===== config.mk =====
export PLATFORM = sky130hd
export DESIGN_NAME = obuf_tag_sequencer
export DESIGN_NICKNAME = d
export VERILOG_FILES = /design/src/rtl/obuf_tag_sequencer.sv
export SDC_FILE = /design/constraint.sdc
export NUM_CORES = 1
export LEC_CHECK = 0
export CORE_MARGIN = 3
export CORE_UTILIZATION = 32
export DETAILED_ROUTE_END_ITERATION = 12
export GPL_TIMING_DRIVEN = 0
export PLACE_DENSITY_LB_ADDON = 0.15
export SLEW_MARGIN = 15
export SYNTH_ARGS = -nofsm -noshare
export SYNTH_HDL_FRONTEND = slang
export SYNTH_SLANG_ARGS = --single-unit

===== constraint.sdc =====
create_clock -name clk -period 2.67 [get_ports clk]
set_clock_uncertainty 0.15 [all_clocks]
set_input_delay 0.534 -clock clk [delete_from_list [all_inputs] [get_ports clk]]
set_output_delay 0.534 -clock clk [all_outputs]
set_load 0.01 [all_outputs]

===== src/rtl/obuf_tag_sequencer.sv =====
// Round-robin tag steering between the block controller and the per-bank obuf tag logic.
// Optional protocol checking is enabled by defining OBUF_TAG_SEQ_ERR_CHECK_EN.
module obuf_tag_sequencer #(
    parameter int unsigned NUM_TAGS = 2,
    parameter int unsigned TAG_W    = 1
) (
    input  logic                clk,
    input  logic                reset_n,
    input  logic                block_req,
    input  logic                block_reuse,
    input  logic                block_flush,
    output logic                block_ready,
    output logic [NUM_TAGS-1:0] tag_req,
    output logic [NUM_TAGS-1:0] tag_reuse,
    output logic [NUM_TAGS-1:0] tag_flush,
    input  logic [NUM_TAGS-1:0] tag_free,
    input  logic [NUM_TAGS-1:0] tag_ldmem_ready,
    input  logic [NUM_TAGS-1:0] tag_compute_ready,
    input  logic [NUM_TAGS-1:0] tag_stmem_ready,
    input  logic [NUM_TAGS-1:0] tag_next_compute,
    input  logic                ldmem_done,
    input  logic                compute_done,
    input  logic                stmem_done,
    output logic [NUM_TAGS-1:0] tag_ldmem_done,
    output logic [NUM_TAGS-1:0] tag_compute_done,
    output logic [NUM_TAGS-1:0] tag_stmem_done,
    output logic [TAG_W-1:0]    ldmem_tag,
    output logic [TAG_W-1:0]    compute_tag,
    output logic [TAG_W-1:0]    stmem_tag,
    output logic                ldmem_ready,
    output logic                compute_ready,
    output logic                stmem_ready,
    output logic [TAG_W:0]      outstanding,
    output logic                err
);

    localparam int unsigned CNT_W = TAG_W + 1;
    localparam logic [NUM_TAGS-1:0] ONE_HOT0 = NUM_TAGS'(1);

    logic [TAG_W-1:0] alloc_ptr_q,   alloc_ptr_d;
    logic [TAG_W-1:0] last_ptr_q,    last_ptr_d;
    logic             last_valid_q,  last_valid_d;
    logic [TAG_W-1:0] ldmem_ptr_q,   ldmem_ptr_d;
    logic [TAG_W-1:0] compute_ptr_q, compute_ptr_d;
    logic [TAG_W-1:0] stmem_ptr_q,   stmem_ptr_d;
    logic [CNT_W-1:0] outstanding_q, outstanding_d;

    logic accept;
    logic retire;

    assign block_ready   = tag_free[alloc_ptr_q] && (outstanding_q < CNT_W'(NUM_TAGS));
    assign accept        = block_req && block_ready;
    assign retire        = stmem_done && (outstanding_q != '0);

    assign ldmem_tag     = ldmem_ptr_q;
    assign compute_tag   = compute_ptr_q;
    assign stmem_tag     = stmem_ptr_q;
    assign ldmem_ready   = tag_ldmem_ready[ldmem_ptr_q];
    assign compute_ready = tag_compute_ready[compute_ptr_q];
    assign stmem_ready   = tag_stmem_ready[stmem_ptr_q];
    assign outstanding   = outstanding_q;

    // Zero-latency one-hot steering; reuse/flush use the pre-update last_ptr.
    always_comb begin
        tag_req          = '0;
        tag_reuse        = '0;
        tag_flush        = '0;
        tag_ldmem_done   = '0;
        tag_compute_done = '0;
        tag_stmem_done   = '0;
        if (accept)                      tag_req          = ONE_HOT0 << alloc_ptr_q;
        if (block_reuse && last_valid_q) tag_reuse        = ONE_HOT0 << last_ptr_q;
        if (block_flush && last_valid_q) tag_flush        = ONE_HOT0 << last_ptr_q;
        if (ldmem_done)                  tag_ldmem_done   = ONE_HOT0 << ldmem_ptr_q;
        if (compute_done)                tag_compute_done = ONE_HOT0 << compute_ptr_q;
        if (stmem_done)                  tag_stmem_done   = ONE_HOT0 << stmem_ptr_q;
    end

    // Pointer and occupancy next-state; pointers wrap naturally at NUM_TAGS.
    always_comb begin
        alloc_ptr_d   = alloc_ptr_q;
        last_ptr_d    = last_ptr_q;
        last_valid_d  = last_valid_q;
        ldmem_ptr_d   = ldmem_ptr_q;
        compute_ptr_d = compute_ptr_q;
        stmem_ptr_d   = stmem_ptr_q;
        outstanding_d = outstanding_q;

        if (accept) begin
            last_ptr_d   = alloc_ptr_q;
            last_valid_d = 1'b1;
            alloc_ptr_d  = alloc_ptr_q + TAG_W'(1);
        end
        if (ldmem_done)                      ldmem_ptr_d   = ldmem_ptr_q + TAG_W'(1);
        if (tag_next_compute[compute_ptr_q]) compute_ptr_d = compute_ptr_q + TAG_W'(1);
        if (stmem_done)                      stmem_ptr_d   = stmem_ptr_q + TAG_W'(1);

        unique case ({accept, retire})
            2'b10:   outstanding_d = outstanding_q + CNT_W'(1);
            2'b01:   outstanding_d = outstanding_q - CNT_W'(1);
            default: outstanding_d = outstanding_q;
        endcase
    end

    always_ff @(posedge clk or negedge reset_n) begin
        if (!reset_n) begin
            alloc_ptr_q   <= '0;
            last_ptr_q    <= '0;
            last_valid_q  <= 1'b0;
            ldmem_ptr_q   <= '0;
            compute_ptr_q <= '0;
            stmem_ptr_q   <= '0;
            outstanding_q <= '0;
        end else begin
            alloc_ptr_q   <= alloc_ptr_d;
            last_ptr_q    <= last_ptr_d;
            last_valid_q  <= last_valid_d;
            ldmem_ptr_q   <= ldmem_ptr_d;
            compute_ptr_q <= compute_ptr_d;
            stmem_ptr_q   <= stmem_ptr_d;
            outstanding_q <= outstanding_d;
        end
    end

`ifdef OBUF_TAG_SEQ_ERR_CHECK_EN
    logic err_q, err_d;

    // Sticky protocol violation flag; observation only, never masks decode.
    always_comb begin
        err_d = err_q
              | (ldmem_done   && !ldmem_ready)
              | (compute_done && !compute_ready)
              | (stmem_done   && !stmem_ready)
              | ((block_reuse || block_flush) && !last_valid_q)
              | (block_req    && !block_ready);
    end

    always_ff @(posedge clk or negedge reset_n) begin
        if (!reset_n) err_q <= 1'b0;
        else          err_q <= err_d;
    end

    assign err = err_q;
`else
    assign err = 1'b0;
`endif

endmodule


; ---- Word level (Yosys, flattened, before mapping)
; Index checks and enable logic that the tools add are counted.
[classes]
n_addsub = 6
order_cmp = 5
n_eq_ne = 2
shifts = 5
n_mux = 17
reduce_logical = 7
[op_table]
columns = cell, count
row1 = 2-bit two-way mux, 6
row2 = 1-bit two-way mux, 10
row3 = "1-bit by 1-bit left shift with 2-bit output, first input constant", 5
row4 = "1-bit by 2-bit < comparator with 1-bit output, second input constant", 4
row5 = 1-bit logical AND, 5
row6 = "1-bit adder, second input constant", 4
row7 = 2-bit case mux with 2 select lines, 1
row8 = 2-bit nonzero test, 2
row9 = "2-bit by 1-bit adder with 2-bit output, second input constant", 1
row10 = "2-bit by 1-bit == test with 1-bit output, second input constant", 1
row11 = "2-bit == test, second input constant", 1
row12 = "2-bit < comparator, second input constant", 1
row13 = "2-bit by 1-bit subtractor with 2-bit output, second input constant", 1
[word_totals]
register_bits = 8

; ---- Longest topological paths before layout
[depth]
word_depth = 6
depth_mapped = 6

; ---- Worst setup path after synthesis
; OpenSTA, ideal clock, no wires.
[synth_path]
kind = register to register
start = register outstanding_q[1], in the netlist outstanding[1]
end = register outstanding_q[1], in the netlist outstanding[1]
arrival_ps = 1488
required_time_ps = 2441
path_slack_ps = 953
stages_incl_launch_ff = 6
cell_sequence = dfrtp_1 -> nand2b_1 -> or2_4 -> ha_1 -> nor2_1 -> xor2_1
[synth_via]
elab_chain_len = 5
[synth_lines]
columns = element, line_no
row1 = start: declaration, 46  ; logic [CNT_W-1:0] outstanding_q, outstanding_d;
row2 = start signal: assignment, 121  ; outstanding_q <= outstanding_d;
row3 = 2-bit < comparator, 51  ; assign block_ready = tag_free[alloc_ptr_q] && (outstanding_q < CNT_W'(NUM_TAGS));
row4 = 1-bit logical AND, 51
row5 = 1-bit logical AND, 52  ; assign accept = block_req && block_ready;
row6 = 2-bit by 1-bit == test with 1-bit output / 2-bit == test (equally long branches), 98  ; unique case ({accept, retire})
row7 = 2-bit case mux with 2 select lines / 2-bit nonzero test (equally long branches), --
; Parallel ways exist; a longest one is shown, timed or not.
; A chain may end at the register's enable or synchronous reset.

; ---- Worst setup path after layout
[layout_path]
start = input block_req
end = output tag_req[0]
[layout_via]
elab_chain_len = 2
[layout_lines]
columns = element, line_no
row1 = start: declaration, 9  ; input logic block_req,
row2 = 1-bit logical AND, 52
row3 = 2-bit two-way mux, 71  ; if (accept) tag_req = ONE_HOT0 << alloc_ptr_q;
row4 = end: declaration, 13  ; output logic [NUM_TAGS-1:0] tag_req,
; Every way passes these cells.

==> flow_summary.toml <==
[setup_path]
r2r-end = "outstanding[1]"
worst-r2r-cell-count = 5
required_ns = 1.99
setup.worst_path.end = "tag_req[0]"
critPathArrivalTime_ns = 1.87
critPathMaxFanout = 7
worstReg2RegStart = "outstanding[1]"
crit_type = "in2out"
r2r_setup_slack_ns = 0.89
crit_path_end_kind = "output port"
start_kind = "primary input"
crit_start = "block_req"

[run_status]
status = "finished clean"

[synthesis]
synth_warnings = 0
synth_area_per_cell_um2 = 9.72
syn_nets = 67
synthesis.area_um2 = 467
synth_adder_area_share_pct = 2.68
syn_inst = 48
yosysSeqAreaShare_pct = 42.9
synth.mux.area_fraction_pct = 9.38
synth-compound-area-share_pct = 7.51
synth_top_family_by_area = "simple AND/OR/NAND/NOR gates"
synth_seq_cells = 8
ys_types = 23
synth_simple_gate_area_share_pct = 24.9
yosys.area_share.xor_xnor_pct = 9.38

[placement]
place.gp.congestion = 0.648
dp_hpwl_um = 933
portBuffers = 38
placed_cells_incl_taps = 101

[detailed_routing]
final_antenna_net_count = 0
drt_wl_total_um = 1100
drt_iter0_drc = 1
drt-pass1-iter-count = 2
drc = 0
routed_via_density = 4.55
wl_per_cell_um = 10.6
vias = 473

[timing]
finalSetupViolations = 0
finalHoldViolCount = 0
min_period_ns = 2.55
fin_hold_ws_ns = 0.388
max_freq_mhz = 392
setup_tns_ns = 0
final_max_slew_viol_count = 0
rsz0062_at_grt = "false"
finalCritPeriodShare_pct = 95.6

[global_route]
antenna_found_initial = 0
overflow = 0
grt_use_total_pct = 12.8
grt_pass1_vias = 448
grt_pass1_wl_um = 1810
grt_start_max_net_pins = 9

[clock_tree]
cts_resized = 0
cts_max_level = 1
cts_sinks = 8
cts_buffer_depth = 2
clk_pin_slew_ns = 0.05
postCtsSetupRepairBufs = 0
numCtsBuffers = 3
cts-root-buf = "clkbuf_4"
clock_latency_ns = 0.25
cts_tree = "built"
hold_buffers = 0

[power]
p_per_area_nw_per_um2 = 845
finalPower_uw = 751
vdd_drop_max_uv = 437
static-leakage-power_uw = 0.000370

[floorplan]
design.die.area_um2 = 1950
num_rows = 13
core_um2 = 1330
start_util_pct = 35.0
io_pins = 40
dieWidth_um = 44.2
die_h_um = 44.2

[final_layout]
area_delta_synth_final_pct = 90.3
drive_gt1_share_pct = 11.2
diodes = 0
finalNonFillerCells = 104
nets = 110

[flow_run]
maxCapViolCount = 0

[min_path]
hp-class = "reg2reg"
hp-start = "outstanding[1]"
[per-layer routing]
layer  GRT usage (%)  vias up  routed length, µm  part of all wire, %
met4            3.61        0                  0                    0
met2            20.1       30                502                   45
met5               0        -                  0                    0
met3            6.50        0                130                   12
li1                -      241                  -                    -
met1            15.4      202                471                   43
[layout by cell type (no fill, tap or decap)]
cell             count
mux2i_1              1
nand2_1              3
conb_1               1
clkbuf_4             3
xor2_1               3
o21ai_0              1
and3_1               2
buf_4                1
nor2_1               7
a21oi_1              1
nand2b_2             1
nor3_1               1
or2_4                1
nand2b_1             1
and2_1               3
clkdlybuf4s50_1     38
nor2b_1              3
ha_1                 1
mux2_2               3
o21a_1               1
xnor2_1              2
inv_1                1
o22a_2               1
dfrtp_1              8
o31ai_1              1
[cell usage after synthesis]
master    n  share of area (%)
dfrtp_1   8                 43
nor2_1    7                5.6
and2_1    3                4.0
mux2_2    3                7.2
nand2_1   3                2.4
nor2b_1   3                4.0
xor2_1    3                5.6
and3_1    2                2.7
xnor2_1   2                3.8
a21oi_1   1                1.1
buf_4     1                1.6
conb_1    1               0.80
ha_1      1                2.7
inv_1     1               0.80
mux2i_1   1                2.1
nand2b_1  1                1.3
nand2b_2  1                1.9
nor3_1    1                1.1
o21a_1    1                1.6
o21ai_0   1                1.1
o22a_2    1                2.1
o31ai_1   1                1.6
or2_4     1                1.9
[stage by stage]
stage	setup slack [ns]	util, %	cell area, µm²
2_1_floorplan	0.953	-	467
3_3_place_gp	0.135	64.9	866
3_5_place_dp	0.108	64.9	866
4_1_cts	0.0989	66.6	888
5_1_grt	0.0130	66.6	888
6_report	0.118	66.6	888
[critical path: stages]
cell and delay [ns]:
clkdlybuf4s50_1 0.47, nand2b_1 0.14, nor3_1 0.16, clkdlybuf4s50_1 0.56
[state kept, by name (all words and copies together) (netlist names)]
| name | flops |
|---|---|
| outstanding | 2 |
| ldmem_tag | 1 |
| last_valid_q | 1 |
| stmem_tag | 1 |
| compute_tag | 1 |
| alloc_ptr_q | 1 |
| last_ptr_q | 1 |
[power by group]
group	internal [µW]	total, µW	switching (µW)
Combinational	271	422	151
Sequential	172	239	66.7
Clock	51.2	89.1	37.9
[how the worst min path moves through the flow]
stage                endpoint  slack (ns)  cells after the start
2_1_floorplan     alloc_ptr_q        0.09                      0
3_5_place_dp   outstanding[1]        0.38                      1
6_report       outstanding[1]        0.39                      1
5_1_grt        outstanding[0]        0.41                      1
4_1_cts        outstanding[1]        0.39                      1
3_3_place_gp        stmem_tag        0.38                      1
[cells by family (layout without fill, tap and decap cells)]
| group | Yosys count | count (layout) |
|---|---|---|
| buf+inv | 2 | 43 |
| xor+xnor | 5 | 5 |
| simple gates | 22 | 22 |
| other cells | 1 | 1 |
| compound gates | 5 | 5 |
| fa+ha+maj | 1 | 1 |
| mux | 4 | 4 |
| flops | 8 | 8 |
[final cells by class]
class | instances | area, µm²
clock buffers | 3 | 22.5
well taps | 15 | 18.8
fillers | 112 | 445
plain buffers | 1 | 7.51
flip-flops and latches | 8 | 200
inverters | 1 | 3.75
repair buffers | 38 | 380
multi-input cells | 38 | 255
No activity file was read; power rests on OpenSTA's default activity.
